[src/rtl/sram_bus_arbiter_pkg.sv]
`default_nettype none
// +--------------------------------------------------------------------------+
// | sram_bus_arbiter_pkg : FSM state codes and bus size codes                |
// | Revision 1.0                                                             |
// +--------------------------------------------------------------------------+
package sram_bus_arbiter_pkg;

    localparam logic [2:0] ST_IDLE   = 3'd0;
    localparam logic [2:0] ST_I_ADDR = 3'd1;
    localparam logic [2:0] ST_I_DATA = 3'd2;
    localparam logic [2:0] ST_D_ADDR = 3'd3;
    localparam logic [2:0] ST_D_DATA = 3'd4;

    localparam logic [1:0] SIZE_B = 2'd0;
    localparam logic [1:0] SIZE_H = 2'd1;
    localparam logic [1:0] SIZE_W = 2'd2;

    function automatic logic is_addr_state(input logic [2:0] st);
        return (st == ST_I_ADDR) || (st == ST_D_ADDR);
    endfunction

    function automatic logic is_data_state(input logic [2:0] st);
        return (st == ST_I_DATA) || (st == ST_D_DATA);
    endfunction

endpackage

`default_nettype wire

[src/rtl/sram_bus_arbiter_if.sv]
`default_nettype none
// +--------------------------------------------------------------------------+
// | sram_bus_arbiter_if : SRAM-like req/addr_ok/data_ok memory bus           |
// | Revision 1.0                                                             |
// +--------------------------------------------------------------------------+
interface sram_bus_arbiter_if #(
    parameter int AW = 32,
    parameter int DW = 32
) ();

    logic          bus_req;
    logic          bus_wr;
    logic [1:0]    bus_size;
    logic [AW-1:0] bus_addr;
    logic [DW-1:0] bus_wdata;
    logic          bus_addr_ok;
    logic          bus_data_ok;
    logic [DW-1:0] bus_rdata;

    modport master (
        output bus_req,
        output bus_wr,
        output bus_size,
        output bus_addr,
        output bus_wdata,
        input  bus_addr_ok,
        input  bus_data_ok,
        input  bus_rdata
    );

    modport slave (
        input  bus_req,
        input  bus_wr,
        input  bus_size,
        input  bus_addr,
        input  bus_wdata,
        output bus_addr_ok,
        output bus_data_ok,
        output bus_rdata
    );

endinterface

`default_nettype wire

[src/rtl/sram_bus_arbiter_port_hold.sv]
`default_nettype none
// +--------------------------------------------------------------------------+
// | sram_bus_arbiter_port_hold : per-port done flag and read-data hold reg   |
// | Revision 1.0                                                             |
// +--------------------------------------------------------------------------+
module sram_bus_arbiter_port_hold #(
    parameter int DW = 32
) (
    input  wire logic          clk,
    input  wire logic          rst,
    input  wire logic          set_done,
    input  wire logic          capture,
    input  wire logic          pipe_stall,
    input  wire logic          flush,
    input  wire logic [DW-1:0] rdata_in,
    output logic               done,
    output logic [DW-1:0]      rdata
);

    logic          r_done;
    logic [DW-1:0] r_rdata;

    // A completion landing while the pipeline is frozen must survive that
    // edge; otherwise an advancing pipeline or a flush retires the flag.
    always_ff @(posedge clk or posedge rst) begin
        if (rst) begin
            r_done <= 1'b0;
        end else if (set_done && pipe_stall) begin
            r_done <= 1'b1;
        end else if (!pipe_stall || flush) begin
            r_done <= 1'b0;
        end
    end

    always_ff @(posedge clk or posedge rst) begin
        if (rst) begin
            r_rdata <= '0;
        end else if (capture) begin
            r_rdata <= rdata_in;
        end
    end

    assign done  = r_done;
    assign rdata = r_rdata;

endmodule

`default_nettype wire

[src/rtl/sram_bus_arbiter.sv]
`default_nettype none
// +--------------------------------------------------------------------------+
// | sram_bus_arbiter : shares one SRAM-like bus between IF and MEM ports     |
// | Revision 1.0                                                             |
// +--------------------------------------------------------------------------+
module sram_bus_arbiter
    import sram_bus_arbiter_pkg::*;
#(
    parameter int AW = 32,
    parameter int DW = 32
) (
    input  wire logic          clk,
    input  wire logic          rst,
    input  wire logic          inst_req,
    input  wire logic [AW-1:0] inst_addr,
    output logic [DW-1:0]      inst_rdata,
    output logic               i_stall,
    input  wire logic          data_req,
    input  wire logic          data_wr,
    input  wire logic [1:0]    data_size,
    input  wire logic [AW-1:0] data_addr,
    input  wire logic [DW-1:0] data_wdata,
    output logic [DW-1:0]      data_rdata,
    output logic               d_stall,
    input  wire logic          pipe_stall,
    input  wire logic          flush,
    sram_bus_arbiter_if.master bus
);

    logic [2:0]    r_state;
    logic [2:0]    w_state_nxt;
    logic          r_discard;
    logic          w_discard_nxt;
    logic          r_bus_wr;
    logic [1:0]    r_bus_size;
    logic [AW-1:0] r_bus_addr;
    logic [DW-1:0] r_bus_wdata;
    logic          w_i_done;
    logic          w_d_done;
    logic          w_issue_i;
    logic          w_issue_d;
    logic          w_keep;
    logic          w_set_i;
    logic          w_set_d;

    assign i_stall = inst_req & ~w_i_done;
    assign d_stall = data_req & ~w_d_done;

    // Data wins ties: it belongs to the older instruction in the pipe.
    assign w_issue_d = (r_state == ST_IDLE) & d_stall & ~flush;
    assign w_issue_i = (r_state == ST_IDLE) & i_stall & ~flush & ~d_stall;

    // A response is kept only if no flush has hit the transaction.
    assign w_keep  = is_data_state(r_state) & bus.bus_data_ok & ~r_discard & ~flush;
    assign w_set_i = w_keep & (r_state == ST_I_DATA);
    assign w_set_d = w_keep & (r_state == ST_D_DATA);

    always_comb begin
        w_state_nxt   = r_state;
        w_discard_nxt = r_discard;
        case (r_state)
            ST_IDLE: begin
                if (w_issue_d) begin
                    w_state_nxt = ST_D_ADDR;
                end else if (w_issue_i) begin
                    w_state_nxt = ST_I_ADDR;
                end
            end
            ST_I_ADDR, ST_D_ADDR: begin
                if (bus.bus_addr_ok) begin
                    w_state_nxt = (r_state == ST_I_ADDR) ? ST_I_DATA : ST_D_DATA;
                    if (flush) begin
                        w_discard_nxt = 1'b1;
                    end
                end else if (flush) begin
                    w_state_nxt = ST_IDLE;
                end
            end
            ST_I_DATA, ST_D_DATA: begin
                if (bus.bus_data_ok) begin
                    w_state_nxt   = ST_IDLE;
                    w_discard_nxt = 1'b0;
                end else if (flush) begin
                    w_discard_nxt = 1'b1;
                end
            end
            default: begin
                w_state_nxt = ST_IDLE;
            end
        endcase
    end

    always_ff @(posedge clk or posedge rst) begin
        if (rst) begin
            r_state   <= ST_IDLE;
            r_discard <= 1'b0;
        end else begin
            r_state   <= w_state_nxt;
            r_discard <= w_discard_nxt;
        end
    end

    // Payload is latched at issue so it stays put while the slave stalls.
    always_ff @(posedge clk or posedge rst) begin
        if (rst) begin
            r_bus_wr    <= 1'b0;
            r_bus_size  <= '0;
            r_bus_addr  <= '0;
            r_bus_wdata <= '0;
        end else if (w_issue_d) begin
            r_bus_wr    <= data_wr;
            r_bus_size  <= data_size;
            r_bus_addr  <= data_addr;
            r_bus_wdata <= data_wdata;
        end else if (w_issue_i) begin
            r_bus_wr    <= 1'b0;
            r_bus_size  <= SIZE_W;
            r_bus_addr  <= inst_addr;
            r_bus_wdata <= '0;
        end
    end

    assign bus.bus_req   = is_addr_state(r_state);
    assign bus.bus_wr    = r_bus_wr;
    assign bus.bus_size  = r_bus_size;
    assign bus.bus_addr  = r_bus_addr;
    assign bus.bus_wdata = r_bus_wdata;

    sram_bus_arbiter_port_hold #(
        .DW (DW)
    ) u_i_hold (
        .clk        (clk),
        .rst        (rst),
        .set_done   (w_set_i),
        .capture    (w_set_i),
        .pipe_stall (pipe_stall),
        .flush      (flush),
        .rdata_in   (bus.bus_rdata),
        .done       (w_i_done),
        .rdata      (inst_rdata)
    );

    // Stores complete the handshake but leave the load-data register alone.
    sram_bus_arbiter_port_hold #(
        .DW (DW)
    ) u_d_hold (
        .clk        (clk),
        .rst        (rst),
        .set_done   (w_set_d),
        .capture    (w_set_d & ~r_bus_wr),
        .pipe_stall (pipe_stall),
        .flush      (flush),
        .rdata_in   (bus.bus_rdata),
        .done       (w_d_done),
        .rdata      (data_rdata)
    );

endmodule

`default_nettype wire

[src/flat_wrapper.sv]
// flat-port wrapper written by rule: the top's interface ports become plain ports
module sram_bus_arbiter_flat import sram_bus_arbiter_pkg::*;
#(
    parameter int AW = 32,
    parameter int DW = 32
)
  (clk, rst, inst_req, inst_addr, inst_rdata, i_stall, data_req, data_wr, data_size, data_addr, data_wdata, data_rdata, d_stall, pipe_stall, flush, bus_bus_req, bus_bus_wr, bus_bus_size, bus_bus_addr, bus_bus_wdata, bus_bus_addr_ok, bus_bus_data_ok, bus_bus_rdata);
  sram_bus_arbiter_if #(.AW(AW), .DW(DW)) bus_i ();
  input  wire logic clk;
  input  wire logic rst;
  input  wire logic inst_req;
  input  wire logic [AW-1:0] inst_addr;
  output logic [DW-1:0] inst_rdata;
  output logic i_stall;
  input  wire logic data_req;
  input  wire logic data_wr;
  input  wire logic [1:0] data_size;
  input  wire logic [AW-1:0] data_addr;
  input  wire logic [DW-1:0] data_wdata;
  output logic [DW-1:0] data_rdata;
  output logic d_stall;
  input  wire logic pipe_stall;
  input  wire logic flush;
  output wire logic [$bits(bus_i.bus_req)-1:0] bus_bus_req;
  output wire logic [$bits(bus_i.bus_wr)-1:0] bus_bus_wr;
  output wire logic [$bits(bus_i.bus_size)-1:0] bus_bus_size;
  output wire logic [$bits(bus_i.bus_addr)-1:0] bus_bus_addr;
  output wire logic [$bits(bus_i.bus_wdata)-1:0] bus_bus_wdata;
  input wire logic [$bits(bus_i.bus_addr_ok)-1:0] bus_bus_addr_ok;
  input wire logic [$bits(bus_i.bus_data_ok)-1:0] bus_bus_data_ok;
  input wire logic [$bits(bus_i.bus_rdata)-1:0] bus_bus_rdata;
  assign bus_bus_req = bus_i.bus_req;
  assign bus_bus_wr = bus_i.bus_wr;
  assign bus_bus_size = bus_i.bus_size;
  assign bus_bus_addr = bus_i.bus_addr;
  assign bus_bus_wdata = bus_i.bus_wdata;
  assign bus_i.bus_addr_ok = bus_bus_addr_ok;
  assign bus_i.bus_data_ok = bus_bus_data_ok;
  assign bus_i.bus_rdata = bus_bus_rdata;
  sram_bus_arbiter #(.AW(AW), .DW(DW)) u_core (.clk(clk), .rst(rst), .inst_req(inst_req), .inst_addr(inst_addr), .inst_rdata(inst_rdata), .i_stall(i_stall), .data_req(data_req), .data_wr(data_wr), .data_size(data_size), .data_addr(data_addr), .data_wdata(data_wdata), .data_rdata(data_rdata), .d_stall(d_stall), .pipe_stall(pipe_stall), .flush(flush), .bus(bus_i));
endmodule
[config.mk]
export PLATFORM = sky130hd
export DESIGN_NAME = sram_bus_arbiter_flat
export DESIGN_NICKNAME = d
export VERILOG_FILES = /design/src/rtl/sram_bus_arbiter_pkg.sv /design/src/rtl/sram_bus_arbiter_if.sv /design/src/rtl/sram_bus_arbiter_port_hold.sv /design/src/rtl/sram_bus_arbiter.sv /design/src/flat_wrapper.sv
export SDC_FILE = /design/constraint.sdc
export NUM_CORES = 1
export LEC_CHECK = 0
export CAP_MARGIN = 20
export CORE_ASPECT_RATIO = 0.5
export CORE_UTILIZATION = 42
export CTS_CLUSTER_DIAMETER = 80
export DETAILED_ROUTE_END_ITERATION = 7
export PLACE_DENSITY_LB_ADDON = 0.25
export SETUP_SLACK_MARGIN = 0.2
export SKIP_LAST_GASP = 1
export SLEW_MARGIN = 20
export SYNTH_ARGS = -nofsm -noshare
export SYNTH_HDL_FRONTEND = slang
export SYNTH_SLANG_ARGS = --single-unit
[constraint.sdc]
create_clock -name clk -period 5.6 [get_ports clk]
set_clock_uncertainty 0.05 [all_clocks]
set_input_delay 1.12 -clock clk [delete_from_list [all_inputs] [get_ports clk]]
set_output_delay 1.12 -clock clk [all_outputs]
set_load 0.05 [all_outputs]
==> summary.txt, run 1 <==
Place
  • Area post-placement: 8730 µm²
  • Setup WS pre-CTS: 1710 ps
  • Routability cong.: 0.800
  • PortBufs: 272
  • Post-DP HPWL: 11100 µm
  • Cell Count Post-Placement: 875

Synthesis
  • Post-synthesis average cell area: 13.4 µm²
  • Synth Warn #: 0
  • Synth Instances: 441
  • Sequential cell area fraction in the yosys report: 58.0%
  • Syn_nets: between 500 and 600
  • Distinct cells, synth: 32
  • FF+latch count, synth: between 100 and 150
  • Netlist Area Pre-Place: 5910 µm²

Timing
  • RSZ-0062 raised after global routing: no
  • Final Hold Slack: 441 ps
  • Slew HR: 40.3%
  • Setup TNS: 0 ps
  • Final hold vios: 0
  • Actual slew at the worst max-slew pin: 896 ps
  • Final Critical Period: 3960 ps
  • Final Slew Violations: 0
  • Setup WS post-layout: 1640 ps
  • Final Cycle Share: 70.6%
  • Setup violations, final: 0
  • FMAX: 0.253 GHz

Critical path
  • CP endpoint: i_stall
  • Worst reg2reg startpoint: u_core.r_state[0]$_DFFE_PP0P_
  • R2r setup slk: 3170 ps
  • Crit path DAT: approximately 2800 ps
  • CP Launch Type: primary input
  • CP required: 4430 ps
  • Worst setup EP type: primary output
  • Setup CP Type: primary input to primary output
  • Critical path cell sequence: clkdlybuf4s50_1, nand2b_1, inv_1, buf_4
  • Reg-to-reg endpoint: u_core.bus.bus_addr[25]$_DFFE_PP0P_
  • Crit path launch: inst_req
  • R2r worst-path depth: 4
  • Critical Path Max Stage Delay: 1050 ps
  • Max Fanout on Critical Path: 30
  • Slowest CP cell: clkdlybuf4s50_1

Layout
  • Most common cell after layout, fill and taps aside: clkdlybuf4s50_1
  • Finished Layout Cells: 908
  • Finished Cell Area: approximately 9300 µm²
  • FILL cells: 1029
  • Register Area: 3430 µm²
  • Final nets: 841
  • Layout cells sized above 1: between 10% and 20%
  • Most frequent cells in the layout: clkdlybuf4s50_1, dfrtp_1, o21ai_0
  • Area growth syn-to-layout: 58.0%
  • Final Core Density: 68.5%
  • Multi-input gate area: 2250 µm²

Route
  • Vias per cell: 5.18
  • Remaining DRCs: 0
  • DRT iter0 DRCs: between 300 and 400
  • Routed WL: 16600 µm
  • Total number of vias: 4706
  • Drt pass-1 iters: 6
  • Antenna Nets Post-Route: 0
  • Avg WL per Cell: 18.3 µm

Job
  • Max-cap violations: 0

Floorplanning
  • Row cnt: 30
  • Number of top-level pins: 273
  • Chip height: between 80 and 90 µm
  • Area of the core: 13600 µm²
  • Die ar.: 14600 µm²
  • Chip Width: 170 µm
  • Initial Utilization: 43.4%

Run status
  • Status: complete, no violations

Global routing
  • Total gr overflow: 0
  • Vias in the first global route: 4843
  • Initial antenna violation count: 0
  • Largest net degree at the start of global routing: around 100
  • Global-route wire length before repair: 26000 µm
  • Tot GR Track Use: 23.2%

Clock network
  • Number of setup buffers added after CTS: 0
  • CTS tree: built
  • CTS sink cnt: 137
  • Maximum clock path buffer count: 2
  • Worst-path clk slew: ~60 ps
  • Post-CTS sizing: 0
  • CTS Hold Bufs: 0
  • CTS H-tree depth: 4
  • Root Driver: clkbuf_16
  • TritonCTS buffer count: 17
  • Latest clock arrival within the worst-skew pair: 390 ps

Power
  • Worst vdd ir: 391 µV
  • Pleak: 4.03 nW
  • Total power: 6.50 mW
  • Cell area power density: 697 nW/µm²

Hold path
  • Hold WC Path Type: flip-flop to flip-flop
[state kept, by name (all words and copies together), names as in the netlist]
signal                 cells
u_core.r_state             3
u_core.bus.bus_wr          1
u_core.u_i_hold.done       1
u_core.bus.bus_size        2
u_core.bus.bus_wdata      32
u_core.u_d_hold.rdata     32
u_core.r_discard           1
u_core.bus.bus_addr       32
u_core.u_i_hold.rdata     32
u_core.u_d_hold.done       1
[kinds of logic after synthesis]
logic type,synth area share (%)
buffers and inverters,4.24
flip-flops,58.0
XOR/XNOR,0.148
AO/OA/AOI/OAI,16.1
AND/OR/NAND/NOR,7.39
multiplexers,14.1
[final cells by class]
cell class / instances / share of cell area, %
flip-flops and latches: 137 / 36.7
repair buffers: 281 / 29.9
multi-input cells: 259 / 24.1
clock buffers: 19 / 4.64
well taps: 192 / 2.57
clock inverters: 13 / 1.82
inverters: 6 / 0.295
diodes: 1 / 0.0268
[synth_stat cells (all sizes together)]
cell type  instances  area share, %
a211oi             2           0.25
a21boi             1           0.13
a22o              35            5.2
a2bb2oi           32            4.7
a31oi              3           0.32
and3b             30            4.4
buf               14            2.3
clkbuf            25            1.6
dfrtp            137             58
inv                6           0.38
mux2              64             14
nand2              3           0.19
nand2b             3           0.32
nand3              3           0.25
nor2               5           0.44
nor2b              2           0.21
nor3               5           0.42
nor4               1           0.36
nor4b              2           0.30
nor4bb             1           0.17
o21a               1           0.13
o21ai             63            5.3
or3b               1           0.15
or4                1           0.13
xor2               1           0.15
[how the worst min path moves through the flow]
| stage | startpoint | to | slack, ps | depth (start not counted) |
|---|---|---|---|---|
| global placement | u_core.u_d_hold.rdata[17]$_DFFE_PP0P_ | u_core.u_d_hold.rdata[17]$_DFFE_PP0P_ | 420 | 1 |
| detailed placement | u_core.u_d_hold.rdata[16]$_DFFE_PP0P_ | u_core.u_d_hold.rdata[16]$_DFFE_PP0P_ | 430 | 1 |
| CTS | u_core.u_d_hold.rdata[17]$_DFFE_PP0P_ | u_core.u_d_hold.rdata[17]$_DFFE_PP0P_ | 450 | 1 |
| floorplan | u_core.u_d_hold.done$_DFFE_PP0P_ | u_core.u_d_hold.done$_DFFE_PP0P_ | 510 | 2 |
| global route | u_core.bus.bus_wdata[15]$_DFFE_PP0P_ | u_core.bus.bus_wdata[15]$_DFFE_PP0P_ | 460 | 1 |
| finish | u_core.u_d_hold.rdata[17]$_DFFE_PP0P_ | u_core.u_d_hold.rdata[17]$_DFFE_PP0P_ | 440 | 1 |
[routing by layer]
metal / share of wire, % / routed length [µm] / GRT usage [%] / up-vias
met5: 0 / 0 / 0 / -
met2: 49 / 8180 / 39.3 / 171
met4: 2.0 / 337 / 8.60 / 0
met3: 5.9 / 980 / 5.63 / 26
li1: - / - / - / 2162
met1: 43 / 7130 / 29.1 / 2347
[worst max-delay path: cells and delay by family]
family	cells	cell delay, ps
AND/OR/NAND/NOR	1	150
buffers and inverters	3	1510
[report_power, final]
part	total, mW	switching [mW]	internal, mW
logic	3.61	2.28	1.33
clock network	1.14	0.438	0.707
registers	1.75	0.283	1.47
Power figures use the tool's default switching activity.
==> run 2: changes to the inputs <==
==> constraint.sdc (replaced) <==
create_clock -name clk -period 3.7 [get_ports clk]
set_clock_uncertainty 0.05 [all_clocks]
set_input_delay 0.74 -clock clk [delete_from_list [all_inputs] [get_ports clk]]
set_output_delay 0.74 -clock clk [all_outputs]
set_load 0.05 [all_outputs]
==> run 2 against run 1 <==
Power rose by 49%; count of clock-buffer cells in the layout did not move; design area grew 0.56%; core utilization is 0.39 points higher; routed wire length down 0.37%; sequential share of layout area is 0.21 points lower; worst setup slack worse by 750 ps; flip-flop and latch count is the same; non-clock buffer count rose by 6; via count up 0.21%; largest power group unchanged; largest cell class unchanged; critical endpoint is now bus_bus_req; critical path type is now flip-flop to primary output; first-iteration DRC count fell by 1.9%; clock power increased by 39%.
==> summary.txt, run 2 (synthesized netlist as in run 1, its figures left out) <==
Route
  • Remaining DRCs: 0 (unchanged)
  • Routed WL: 16600 µm (-0.37%)
  • Total number of vias: 4716 (+0.21%)
  • Drt pass-1 iters: 4 (-2)
  • Avg WL per Cell: 18.1 µm (-0.91%)
  • DRT iter0 DRCs: 312 (-1.9%)
  • Vias per cell: 5.17 (-0.34%)
  • Antenna Nets Post-Route: 0 (unchanged)

Global routing
  • Total gr overflow: 0 (unchanged)
  • Initial antenna violation count: 0 (unchanged)
  • Global-route wire length before repair: 25900 µm (-0.58%)
  • Vias in the first global route: 4780 (-1.3%)
  • Largest net degree at the start of global routing: 56 (-43%)
  • Tot GR Track Use: 23.1% (-0.12 points)

Floorplanning
  • Area of the core: 13600 µm² (unchanged)
  • Initial Utilization: 43.4% (unchanged)
  • Number of top-level pins: 273 (unchanged)
  • Die ar.: 14600 µm² (unchanged)
  • Row cnt: 30 (unchanged)
  • Chip height: 85.9 µm (unchanged)
  • Chip Width: 170 µm (unchanged)

Power
  • Pleak: 4.05 nW (+0.56%)
  • Cell area power density: 1030 nW/µm² (+49%)
  • Worst vdd ir: 634 µV (+62%)

Critical path
  • Reg-to-reg endpoint: u_core.u_d_hold.rdata[16]$_DFFE_PP0P_
  • R2r worst-path depth: 4 (unchanged)
  • Crit path DAT: 2020 ps (-770 ps)
  • Max Fanout on Critical Path: 9 (-70%)
  • Setup CP Type: flip-flop to primary output
  • CP required: 2910 ps (-1520 ps)
  • CP Launch Type: flip-flop
  • Worst reg2reg startpoint: u_core.r_state[2]$_DFFE_PP0P_
  • Worst setup EP type: primary output
  • R2r setup slk: 1510 ps (-1660 ps)

Timing
  • Setup WS post-layout: 891 ps (-753 ps)
  • Setup TNS: 0 ps (unchanged)
  • Final Hold Slack: 449 ps (+8.23 ps)
  • Slew HR: 58.3% (+18 points)
  • RSZ-0062 raised after global routing: no
  • Final hold vios: 0 (unchanged)
  • Setup violations, final: 0 (unchanged)
  • Final Cycle Share: around three quarters
  • Final Slew Violations: 0 (unchanged)
  • FMAX: 0.356 GHz
  • Actual slew at the worst max-slew pin: 624 ps (-272 ps)
  • Final Critical Period: ~2800 ps

Layout
  • Area growth syn-to-layout: 58.9%
  • Register Area: 3430 µm² (unchanged)
  • Final Core Density: 68.9% (+0.39 points)
  • FILL cells: 1017 (-1.2%)
  • Final nets: 847 (+0.71%)
  • Multi-input gate area: 2250 µm² (unchanged)
  • Most frequent cells in the layout: clkdlybuf4s50_1, dfrtp_1, o21ai_0
  • Layout cells sized above 1: 16.0% (+0.99 points)
  • Finished Layout Cells: 913 (+0.55%)
  • Most common cell after layout, fill and taps aside: clkdlybuf4s50_1
  • # diodes: 0 (-1)

Place
  • Cell Count Post-Placement: 881 (+0.69%)
  • Setup WS pre-CTS: 966 ps (-745 ps)
  • Post-DP HPWL: 11300 µm (+2.1%)
  • PortBufs: 272 (unchanged)
  • Routability cong.: 0.765 (-4.4%)

Hold path
  • Min-delay src: u_core.u_d_hold.rdata[17]$_DFFE_PP0P_
  • Hold depth: 1 (unchanged)
  • Min-Delay Endpoint: u_core.u_d_hold.rdata[17]$_DFFE_PP0P_
  • Hold WC Path Type: flip-flop to flip-flop

Clock network
  • Number of setup buffers added after CTS: 0 (unchanged)
  • Post-CTS sizing: 0 (unchanged)
  • Worst-path clk slew: 60 ps (about the same)
  • TritonCTS buffer count: 17 (unchanged)
  • Maximum clock path buffer count: 2 (unchanged)
  • Root Driver: clkbuf_16
  • CTS tree: built
  • Latest clock arrival within the worst-skew pair: 400 ps (about the same)
  • CTS sink cnt: 137 (unchanged)
  • CTS Hold Bufs: 0 (unchanged)
  • CTS H-tree depth: 4 (unchanged)

Job
  • Max-cap violations: 0 (unchanged)

Run status
  • Status: complete, no violations
[run 2: report_power, final]
| part | leakage (nW) | switching (mW) | total (mW) | internal, mW |
|---|---|---|---|---|
| Sequential | 1.71 | 0.423 | 2.65 | 2.22 |
| Clock | 0.260 | 0.701 | 1.59 | 0.894 |
| Combinational | 2.08 | 3.45 | 5.48 | 2.02 |
| Total | 4.05 | 4.58 | 9.72 | 5.14 |
[run 2: worst max path at each step]
stage	start	slack [ps]	end	cells past startpoint
6_report	u_core.r_state[0]$_DFFE_PP0P_	890	bus_bus_req	3
3_3_place_gp	flush	1000	u_core.u_d_hold.rdata[16]$_DFFE_PP0P_	5
2_1_floorplan	rst	1200	u_core.bus.bus_addr[0]$_DFFE_PP0P_	1
5_1_grt	u_core.r_state[0]$_DFFE_PP0P_	790	bus_bus_req	3
4_1_cts	u_core.r_state[0]$_DFFE_PP0P_	870	bus_bus_req	3
3_5_place_dp	flush	970	u_core.u_d_hold.rdata[16]$_DFFE_PP0P_	5
[run 2: layout make-up]
| class | instances | area share [%] |
|---|---|---|
| clock buffer | 19 | 4.72 |
| clock inverter | 13 | 1.19 |
| inverter | 6 | 0.280 |
| multi-input combinational | 259 | 23.9 |
| sequential | 137 | 36.5 |
| tap | 192 | 2.56 |
| timing repair buffer | 287 | 30.8 |
[run 2: routing by layer]
| layer | vias to the layer above | global-route usage [%] | wire length [µm] |
|---|---|---|---|
| met5 | - | 0 | 0 |
| met3 | 17 | 5.91 | 1070 |
| met2 | 167 | 39.5 | 8440 |
| met4 | 0 | 6.22 | 178 |
| li1 | 2159 | - | - |
| met1 | 2373 | 29.4 | 6880 |
[run 2: critical path: stages, from the launching register on]
cell	delay, ps
dfrtp_1	530
inv_1	130
nor2_1	120
clkdlybuf4s50_1	830
[run 2: metrics by stage]
stage | instance area (µm²) | power [mW]
2_1_floorplan | 5910 | 6.23
4_1_cts | 9390 | 9.78
6_report | 9390 | 9.72
3_5_place_dp | 8840 | 8.16
3_3_place_gp | 8840 | 8.08
5_1_grt | 9390 | 10.1
